**config.mk**
```make
export PLATFORM = sky130hd
export DESIGN_NAME = oddr_x2_tx_gearbox_flat
export DESIGN_NICKNAME = d
export VERILOG_FILES = /design/src/rtl/oddr_x2_tx_gearbox_if.sv /design/src/rtl/oddr_x2_tx_gearbox.sv /design/src/flat_wrapper.sv
export SDC_FILE = /design/constraint.sdc
export NUM_CORES = 1
export LEC_CHECK = 0
export ABC_AREA = 1
export CAP_MARGIN = 20
export CORE_UTILIZATION = 39
export DETAILED_ROUTE_END_ITERATION = 8
export DONT_BUFFER_PORTS = 1
export GPL_TIMING_DRIVEN = 1
export MAX_ROUTING_LAYER = met4
export PLACE_DENSITY = 0.64
export SKIP_LAST_GASP = 1
export SLEW_MARGIN = 20
export SYNTH_ARGS = -nofsm -noshare
export SYNTH_HDL_FRONTEND = slang
export SYNTH_SLANG_ARGS = --single-unit
```
**constraint.sdc**
```tcl
create_clock -name SCLK -period 3 [get_ports SCLK]
set_input_delay 0.6 -clock SCLK [delete_from_list [all_inputs] [get_ports SCLK]]
set_output_delay 0.6 -clock SCLK [all_outputs]
set_load 0.1 [all_outputs]
```
**src/rtl/oddr_x2_tx_gearbox_if.sv**
```systemverilog
// ---------------------------------------------------------------------------
// oddr_x2_tx_gearbox_if
// Parallel-word input handshake, control levels and serial output of the
// 4:1 transmit gearbox.
//   D0..D3   word bits, D0 transmitted first
//   DVALID   word on D0..D3 is valid
//   DREADY   gearbox accepts a word this cycle (combinational in the gearbox)
//   TRAIN    send the training pattern instead of user data
//   ALIGNWD  rising edge requests a one-bit boundary slip
//   Q        serial data
//   QVALID   Q carries a data or training bit
//   WSTART   Q carries bit 0 of a word
// master: upstream word source / link consumer; slave: the gearbox.
// ---------------------------------------------------------------------------
interface oddr_x2_tx_gearbox_if;
    logic D0;
    logic D1;
    logic D2;
    logic D3;
    logic DVALID;
    logic DREADY;
    logic TRAIN;
    logic ALIGNWD;
    logic Q;
    logic QVALID;
    logic WSTART;

    modport master (
        output D0, D1, D2, D3, DVALID, TRAIN, ALIGNWD,
        input  DREADY, Q, QVALID, WSTART
    );

    modport slave (
        input  D0, D1, D2, D3, DVALID, TRAIN, ALIGNWD,
        output DREADY, Q, QVALID, WSTART
    );
endinterface

```
**src/rtl/oddr_x2_tx_gearbox.sv**
```systemverilog
// ---------------------------------------------------------------------------
// oddr_x2_tx_gearbox
// Single-clock 4:1 transmit gearbox: serializes 4-bit words onto a 1-bit
// stream, bit 0 first, one bit per clock. Supports a continuous training
// pattern and a one-bit boundary slip for receiver alignment bring-up.
// Ports:
//   SCLK  clock, all state updates on the rising edge
//   RSTN  synchronous active-low reset
//   bus   oddr_x2_tx_gearbox_if.slave (D0..D3, DVALID, DREADY, TRAIN,
//         ALIGNWD in; Q, QVALID, WSTART registered out; DREADY from state)
// ---------------------------------------------------------------------------
module oddr_x2_tx_gearbox #(
    parameter logic [3:0] TRAIN_PATTERN = 4'b0011,
    parameter logic       IDLE_BIT      = 1'b0
) (
    input logic                       SCLK,
    input logic                       RSTN,
    oddr_x2_tx_gearbox_if.slave       bus
);
    localparam int unsigned WORD_W  = 4;
    localparam int unsigned PHASE_W = 2;

    typedef enum logic [1:0] {
        ST_IDLE  = 2'd0,
        ST_SHIFT = 2'd1,
        ST_TRAIN = 2'd2,
        ST_SLIP  = 2'd3
    } state_t;

    state_t              state;
    logic [PHASE_W-1:0]  phase;
    logic [WORD_W-1:0]   sreg;
    logic                slip_pending;
    logic                align_d;
    logic                q_r;
    logic                qvalid_r;
    logic                wstart_r;

    logic                bnd_c;
    logic                dready_c;
    logic                align_rise_c;

    // Word boundary: every IDLE/SLIP cycle, or the last bit of a word.
    always_comb begin
        bnd_c = 1'b0;
        case (state)
            ST_IDLE, ST_SLIP: bnd_c = 1'b1;
            default:          bnd_c = (phase == PHASE_W'(3));
        endcase
    end

    assign dready_c     = bnd_c & RSTN & ~bus.TRAIN & ~slip_pending;
    assign align_rise_c = bus.ALIGNWD & ~align_d;

    // FSM, shift register, slip request and registered serial outputs.
    always_ff @(posedge SCLK) begin
        if (!RSTN) begin
            state        <= ST_IDLE;
            phase        <= '0;
            sreg         <= '0;
            slip_pending <= 1'b0;
            align_d      <= 1'b0;
            q_r          <= IDLE_BIT;
            qvalid_r     <= 1'b0;
            wstart_r     <= 1'b0;
        end else begin
            align_d <= bus.ALIGNWD;

            // Output the bit selected by the current phase; IDLE and SLIP
            // emit one idle bit time each.
            if (state == ST_SHIFT || state == ST_TRAIN) begin
                q_r      <= sreg[phase];
                qvalid_r <= 1'b1;
                wstart_r <= (phase == PHASE_W'(0));
            end else begin
                q_r      <= IDLE_BIT;
                qvalid_r <= 1'b0;
                wstart_r <= 1'b0;
            end

            if (bnd_c) begin
                phase <= '0;
                if (slip_pending) begin
                    state <= ST_SLIP;
                end else if (bus.TRAIN) begin
                    state <= ST_TRAIN;
                    sreg  <= TRAIN_PATTERN;
                end else if (bus.DVALID) begin
                    state <= ST_SHIFT;
                    sreg  <= {bus.D3, bus.D2, bus.D1, bus.D0};
                end else begin
                    state <= ST_IDLE;
                end
            end else begin
                phase <= phase + PHASE_W'(1);
            end

            // An edge arriving while a slip is already pending, including
            // the cycle SLIP is entered, folds into that slip.
            if (bnd_c && slip_pending) begin
                slip_pending <= 1'b0;
            end else if (align_rise_c) begin
                slip_pending <= 1'b1;
            end
        end
    end

    assign bus.DREADY = dready_c;
    assign bus.Q      = q_r;
    assign bus.QVALID = qvalid_r;
    assign bus.WSTART = wstart_r;

endmodule

```
**src/flat_wrapper.sv**
```systemverilog
// flat-port wrapper written by rule: the top's interface ports become plain ports
module oddr_x2_tx_gearbox_flat 
#(
    parameter logic [3:0] TRAIN_PATTERN = 4'b0011,
    parameter logic       IDLE_BIT      = 1'b0
)
  (SCLK, RSTN, bus_D0, bus_D1, bus_D2, bus_D3, bus_DVALID, bus_TRAIN, bus_ALIGNWD, bus_DREADY, bus_Q, bus_QVALID, bus_WSTART);
  oddr_x2_tx_gearbox_if bus_i ();
  input logic SCLK;
  input logic RSTN;
  input wire logic [$bits(bus_i.D0)-1:0] bus_D0;
  input wire logic [$bits(bus_i.D1)-1:0] bus_D1;
  input wire logic [$bits(bus_i.D2)-1:0] bus_D2;
  input wire logic [$bits(bus_i.D3)-1:0] bus_D3;
  input wire logic [$bits(bus_i.DVALID)-1:0] bus_DVALID;
  input wire logic [$bits(bus_i.TRAIN)-1:0] bus_TRAIN;
  input wire logic [$bits(bus_i.ALIGNWD)-1:0] bus_ALIGNWD;
  output wire logic [$bits(bus_i.DREADY)-1:0] bus_DREADY;
  output wire logic [$bits(bus_i.Q)-1:0] bus_Q;
  output wire logic [$bits(bus_i.QVALID)-1:0] bus_QVALID;
  output wire logic [$bits(bus_i.WSTART)-1:0] bus_WSTART;
  assign bus_i.D0 = bus_D0;
  assign bus_i.D1 = bus_D1;
  assign bus_i.D2 = bus_D2;
  assign bus_i.D3 = bus_D3;
  assign bus_i.DVALID = bus_DVALID;
  assign bus_i.TRAIN = bus_TRAIN;
  assign bus_i.ALIGNWD = bus_ALIGNWD;
  assign bus_DREADY = bus_i.DREADY;
  assign bus_Q = bus_i.Q;
  assign bus_QVALID = bus_i.QVALID;
  assign bus_WSTART = bus_i.WSTART;
  oddr_x2_tx_gearbox #(.TRAIN_PATTERN(TRAIN_PATTERN), .IDLE_BIT(IDLE_BIT)) u_core (.SCLK(SCLK), .RSTN(RSTN), .bus(bus_i));
endmodule
```
==> Yosys cells after proc, flatten, opt, wreduce, memory -nomap -nowiden <==
Cells that the tools add are included.
{ "word_totals": {"regBits": 13, "in_bits": 9} }
{ "op_classes": {"n_eq_ne": 4, "addsub": 1, "n_mux": 9, "bitwise": 8, "n_lt_le_gt_ge": 1, "n_reduce_logical": 10} }
{ "op_table": {"columns": ["cell", "count"], "rows": [
  ["4-bit 2-to-1 mux", 2],
  ["2-bit == test, second input constant", 3],
  ["2-bit OR reduction", 3],
  ["1-bit bitwise AND", 4],
  ["2-bit logical NOT", 2],
  ["1-bit 2-to-1 mux", 4],
  ["2-bit 2-to-1 mux", 2],
  ["1-bit inverter", 4],
  ["2-bit by 3-bit less-than comparator with 1-bit output, second input constant", 1],
  ["3-bit AND reduction", 1],
  ["2-bit by 1-bit adder with 2-bit output, second input constant", 1],
  ["1-bit binary-select mux with 2-bit select", 1],
  ["2-bit by 1-bit == test with 1-bit output, second input constant", 1],
  ["2-bit AND reduction", 1],
  ["2-bit nonzero test", 1],
  ["1-bit logical AND", 1],
  ["1-bit logical OR", 1]
]} }

==> Depth between registers and ports, before layout <==
Gate-level depths: netlist of run 1.
{ "depth": {"depth_word": 6, "ltp_mapped": 7, "depth_no_buf": 6} }

==> Worst setup path before layout of run 1 <==
Ideal clock, no wire load.
{ "synth_path": {"path_type": "in2out", "from": "input port RSTN", "to": "output port bus_DREADY", "cell_stages": 3, "slack_ns": -0.414, "arrival_time_ns": 2.814, "path_cell_list": "buf_6 nand2_1 nor3_1"} }
{ "synth_via": {"elab_chain_cells": 3} }
{ "synth_rtl": {"columns": ["element", "line_no", "rtl"], "rows": [
  ["start, declared", "flat_wrapper.sv:10", "input logic RSTN;"],
  ["1-bit bitwise AND (3 in series)", "oddr_x2_tx_gearbox.sv:52", "assign dready_c = bnd_c & RSTN & ~bus.TRAIN & ~slip_pending;"],
  ["end, declared", "flat_wrapper.sv:18", "output wire logic [$bits(bus_i.DREADY)-1:0] bus_DREADY;"]
]} }
Every way passes these cells.

==> Worst setup path after layout of run 1 <==
{ "layout_path": {"from": "register u_core.phase[0]", "to": "output port bus_DREADY"} }
{ "layout_via": {"elab_chain_cells": 5} }
{ "layout_rtl": {"columns": ["element", "line_no", "rtl"], "rows": [
  ["start, declared", "oddr_x2_tx_gearbox.sv:31", "logic [PHASE_W-1:0] phase;"],
  ["start signal, assigned", "oddr_x2_tx_gearbox.sv:95", "phase <= phase + PHASE_W'(1);"],
  ["2-bit == test", "oddr_x2_tx_gearbox.sv:48", "default: bnd_c = (phase == PHASE_W'(3));"],
  ["1-bit 2-to-1 mux", "oddr_x2_tx_gearbox.sv:46", "case (state)"],
  ["1-bit bitwise AND (3 in series)", "oddr_x2_tx_gearbox.sv:52", null]
]} }
Every way passes these cells.

==> results of run 1 <==
[final cells by class]
type / count / area [um2] / area share
Clock buffer: 4 / 26.3 / 0.0405
Inverter: 10 / 37.5 / 0.0579
Multi-Input combinational cell: 52 / 298 / 0.459
Sequential cell: 13 / 260 / 0.402
Tap cell: 15 / 18.8 / 0.0290
Timing Repair Buffer: 1 / 7.51 / 0.0116
[per-layer routing]
| layer | GRT usage | share of wire |
|---|---|---|
| met1 | 0.151 | 0.49 |
| met2 | 0.194 | 0.42 |
| met5 | - | 0 |
| met3 | 0.0826 | 0.064 |
| met4 | 0.0774 | 0.023 |
[through the flow]
step / cell area [um2] / setup slack (ns)
2_1_floorplan: 612 / 0.443
3_3_place_gp: 622 / 1.11
3_5_place_dp: 622 / 1.09
4_1_cts: 648 / 0.774
5_1_grt: 648 / 0.675
6_report: 648 / 0.789
[layout by cell type (no fill, tap or decap), drive strengths merged, types with 2 or more instances in the layout]
cell / instances
inv: 10
o22ai: 2
o21ai: 2
nor3: 2
nand3: 5
nand2: 15
clkbuf: 4
nor2: 15
a21oi: 8
ha: 2
dfxtp: 13
[worst paths after layout]
path,startpoint,endpoint,slack [ns],cells past startpoint
max,u_core.phase[0],bus_DREADY,0.79,6
min,RSTN,u_core.sreg[2],0.43,2
max reg2reg,u_core.phase[0],u_core.state[0],1.83,5
min reg2reg,u_core.sreg[1],u_core.sreg[1],0.49,2
[state kept, by name, summed over array words and instances, names as in the netlist]
| signal | flops |
|---|---|
| u_core.align_d | 1 |
| u_core.bus.Q | 1 |
| u_core.bus.QVALID | 1 |
| u_core.bus.WSTART | 1 |
| u_core.phase | 2 |
| u_core.slip_pending | 1 |
| u_core.sreg | 4 |
| u_core.state | 2 |
[kinds of logic (layout without fill, tap and decap cells)]
family	after synthesis	count (layout)
flops	13	13
compound gates	12	12
buf+inv	12	15
simple gates	38	38
fa+ha+maj	2	2
[report_power, final]
part | switching (mW) | internal [mW]
clock network | 0.0592 | 0.0517
registers | 0.113 | 0.219
logic | 0.115 | 0.0665
total | 0.287 | 0.337
==> results.md, run 1 <==
* Outcome: complete, no violations
* Largest family of logic cells by synthesized area: simple AND/OR/NAND/NOR gates
* Crit path buf inv count at 2
* Final net count at 92
* Yosys warns at 0
* Worst Setup Start Kind: flop
* Leak pwr at 0.302 nW
* Top-count cell post-synth: nand2_1
* Gr usage total at 0.138
* Arrival time worst endpoint at 1.61 ns
* CTS buffer count at 3
* Initial Util at 0.444
* Clock latency on the worst-skew pair at 0.28 ns
* Die height at 41.4 um
* Tcrit/Tclk final at 0.737
* Hpwl dp at 757 um
* Gates resized, CTS repair at 0
* Min cycle time layout at 2.21 ns
* Power Total at 0.624 mW
* Top cells by area, synth: dfxtp_1, nand2_1, nor2_1
* Mapped cell area at 607 um2
* WL/cell at 10.4 um
* Worst setup EP type: output port
* Fin util at 0.474
* Maxcap violations at 0
* Synth cell count leaders: nand2_1, dfxtp_1, nor2_1
* Synth unique cells at 17
* Via count at 460
* Syn_nets at 88
* Worst-margin pin slew at 0.926 ns
* Number of core rows at 13
* Synth Flop Type: dfxtp_1
* Largest area contributor in the netlist: dfxtp_1
* Slowest cell on crit path: dfxtp_1
* Final setup fails at 0
* Mux cell area share after synthesis at 0
* Clock transition at the registers of the reported paths at 0.08 ns
* Worst path required time at 2.40 ns
* Antenna violations before repair at 0
* EDFF count, synth at 0
* Layout cell share with drive strength beyond 1 at 0.138
* Max Freq at 452 MHz
* Core area at 0.00137 mm2
* Routed vias/inst at 4.84
* Max Buffers Root-to-Sink at 2
* # clock sinks at 13
* Cts hold-fix bufs at 0
* ANT cells at 0
* Port Buffers at 0
* Filler cell count at 148
* Final hold violation count at 0
* H-tree depth at 1
* Die footprint at 0.00172 mm2
* Post-synth top area share at 0.429
* # DRC at 0
* Hold Crit Class: input port to flop
* Gr ovfl total at 0
* Final cell count without fillers at 95
* # IOs at 13
* Largest net degree at the start of global routing at 13
* Initial DRC count at 12
* Worst setup path category: flop to output port
* Setup TNS Final at 0 ns
* Clock tree from TritonCTS: yes
* Vias in the first global route at 410
* Dpl cells at 91
* Final Wtd Congestion at 0.723
* Setup Skew at 0.00215 ns
* First-pass GRT wire length at 1680 um
* Syn Area/Cell at 7.88 um2
* Xor/xnor cell area share of the yosys netlist at 0
* Sequential fraction of the synthesis area at 0.429
* Crit path max fanout at 12
* Slew headroom at 0.382
* CTS root buf: clkbuf_4
* Simple logic cell fraction of the synthesized area at 0.328
* Maximum vdd ir drop at 0.000333 V
* Yosys reg bits at 13
* Pins over their slew limit at 0
* RSZ-0062 raised after global routing: false
* Async set-reset flop share out of synthesis at 0
* Post-route ant nets at 0
* Top delay family on crit path: simple AND/OR/NAND/NOR gates
* Worst path max stage delay at 0.39 ns
* Mapped Cells at 77
* Number of iterations in the first detailed-routing pass at 4
* Cell Chain, Critical Path: ha_1 > inv_1 > nand3_4 > nand2_1 > nor3_4 > buf_4
* Power per Cell Area at 963 mW/mm2
* Adder-Cell Fraction of Synth Area at 0.0412
* Area grow syn2layout at 6.80%
* Hold slack final at 0.429 ns
* Total wire length at 986 um
* Compound-Gate Fraction of Synth Area at 0.103
* Die X at 41.4 um
* Post-CTS Setup Bufs at 0
Note: power is estimated with default switching activity, not from simulation.
==> run 2, diff against run 1 <==
Settings changed: PLACE_DENSITY 0.64 to 0.66.
Clock period 3 ns to 1.95 ns, I/O delays scaled along.
==> run 2 against run 1 <==
Global-route usage rose by 0.21 points. Combinational power rose to 2.5 times the previous value. Register-to-register slack got worse by 1.1 ns. Count of clock-buffer cells in the layout did not move. Worst hold slack got worse by 0.21 ns. Clock power rose by 53%. Non-clock buffer count rose by 4. Worst setup slack got worse by 0.62 ns. Sequential power rose by 18%. Power rose by 64%. Critical path type unchanged. Largest cell class unchanged. Largest power group is now combinational logic.
==> results.md, run 2 (synthesized netlist as in run 1, its figures left out) <==
* Initial Util at 0.444 (unchanged)
* Setup crit start: u_core.phase[0]
* Reg power frac at 0.382 (-0.149)
* # clock sinks at 13 (unchanged)
* Power per Cell Area at 1470 mW/mm2 (+53%)
* Sw Share at 0.444 (-0.0158)
* Worst path required time at 1.56 ns (-0.84 ns)
* Worst setup EP type: output port
* Hold Startpoint: RSTN
* # DRC at 0 (unchanged)
* Worst Setup Start Kind: flop
* Hold EP: u_core.sreg[0]
* Gr ovfl total at 0 (unchanged)
* Dpl cells at 94 (+3.3%)
* Hpwl dp at 748 um (-1.2%)
* Leak pwr at 0.327 nW (+8.0%)
* Pins over their slew limit at 0 (unchanged)
* Total wire length at 1020 um (+3.0%)
* Largest net degree at the start of global routing at 13 (unchanged)
* Hold Crit Class: input port to flop
* Number of iterations in the first detailed-routing pass at 2 (-2)
* Routed vias/inst at 4.91 (+1.4%)
* Initial DRC count at 5 (-7)
* Most frequent cells in the layout: nand2_1, nor2_1, dfxtp_1
* Clk pwr share at 0.167 (-0.011)
* Final setup fails at 0 (unchanged)
* Clock latency on the worst-skew pair at 0.28 ns (about the same)
* Number of core rows at 13 (unchanged)
* RSZ-0062 raised after global routing: false
* Port Buffers at 0 (unchanged)
* # IOs at 13 (unchanged)
* Hold path depth at 2 (unchanged)
* Number of cells on the worst reg-to-reg path at 6 (+1)
* R2r startpoint: u_core.phase[0]
* CTS buffer count at 3 (unchanged)
* Die X at 41.4 um (unchanged)
* Layout cell share with drive strength beyond 1 at 0.202 (+0.0649)
* Worst setup path category: flop to output port
* Power Total at 1.02 mW (+64%)
* Clock tree from TritonCTS: yes
* First-pass GRT wire length at 1760 um (+4.5%)
* Combinational power share at 0.451 (+0.160)
* Setup Skew at 0.00475 ns (+0.00260 ns)
* Maxcap violations at 0 (unchanged)
* Via count at 486 (+5.7%)
* Final cell count without fillers at 99 (+4.2%)
* Crit path max fanout at 5 (-7)
* Max Freq at 563 MHz
* ANT cells at 0 (unchanged)
* H-tree depth at 1 (unchanged)
* Area grow syn2layout at 14.4%
* Final hold violation count at 0 (unchanged)
* Die footprint at 0.00172 mm2 (unchanged)
* Die height at 41.4 um (unchanged)
* Most flops, register: u_core.sreg
* Post-route ant nets at 0 (unchanged)
* Final Wtd Congestion at 0.710 (-1.8%)
* Setup TNS Final at 0 ns (unchanged)
* Core area at 0.00137 mm2 (unchanged)
* Largest register FFs at 4 (unchanged)
* Reg2reg setup slack at 0.75 ns (-1.08 ns)
* Min cycle time layout at 1.78 ns
* WL/cell at 10.3 um (-1.1%)
* Switching power at 0.454 mW (+58%)
* Hold slack final at 0.222 ns (-0.208 ns)
* Vias in the first global route at 454 (+11%)
* Tcrit/Tclk final at 0.911
* Worst setup margin at 0.173 ns (-0.616 ns)
* Max Buffers Root-to-Sink at 2 (unchanged)
* Post-route design area at 694 um2 (+7.1%)
* Outcome: complete, no violations
* Clock transition at the registers of the reported paths at 0.08 ns (about the same)
* Antenna violations before repair at 0 (unchanged)
* Final net count at 96 (+4.3%)
* Slew headroom at 0.754 (+0.372)
* Gr usage total at 0.141 (+0.00212)
* Largest regs: u_core.sreg (4), u_core.phase (2), u_core.state (2)
* Worst-margin pin slew at 0.369 ns (-0.557 ns)
* Fin util at 0.508 (+0.0339)
* Maximum vdd ir drop at 0.000746 V (+120%)
* Power Internal at 0.568 mW (+68%)
* Post-place instance area at 657 um2 (+5.6%)
* CTS root buf: clkbuf_4
* Reg2reg end: u_core.sreg[2]
* Arrival time worst endpoint at 1.39 ns (-0.22 ns)
* Dpl ws at 0.283 ns (-0.810 ns)
## run 2: cell types whose count changed in the layout (fill, tap and decap cells not counted), sizes merged
cell	before	now
buf	1	5
## run 2: cell type report
class / instances / area, um2
timing repair buffer: 5 / 50.0
tap: 15 / 18.8
fill: 140 / 672
sequential: 13 / 262
clock buffer: 4 / 26.3
multi-input combinational: 52 / 300
inverter: 10 / 37.5
## run 2: metal layers
metal	global-route usage	up-vias	wire length [um]
met3	0.0435	5	55
met1	0.152	208	490
met5	-	-	0
met2	0.209	15	431
li1	-	258	-
met4	0.116	0	39
## run 2: what timing repair did
item / CTS / global route
pin swaps: 0 / 1
hold buffers: 0 / 0
resized for setup: 1 / 1
buffers inserted: 0 / 1
endpoints found under the setup margin: 1 / 1
## run 2: critical path: stages (launching register included)
cell	delay, ns
dfxtp_2	0.37
ha_1	0.17
inv_1	0.07
nand3_4	0.07
nand2_2	0.08
nor3_4	0.15
buf_12	0.20
## run 2: power groups by stage
stage / clock network (mW) / registers (mW) / logic (mW)
floorplan: 0 / 0.506 / 0.269
global placement: 0 / 0.392 / 0.435
detailed placement: 0 / 0.393 / 0.439
CTS: 0.175 / 0.390 / 0.440
global route: 0.187 / 0.398 / 0.509
finish: 0.170 / 0.391 / 0.461
## run 2: worst max-delay path by stage
stage / endpoint / cells past startpoint
finish: bus_DREADY / 6
global route: bus_DREADY / 6
CTS: bus_DREADY / 6
detailed placement: bus_DREADY / 6
global placement: bus_DREADY / 6
floorplan: bus_DREADY / 5
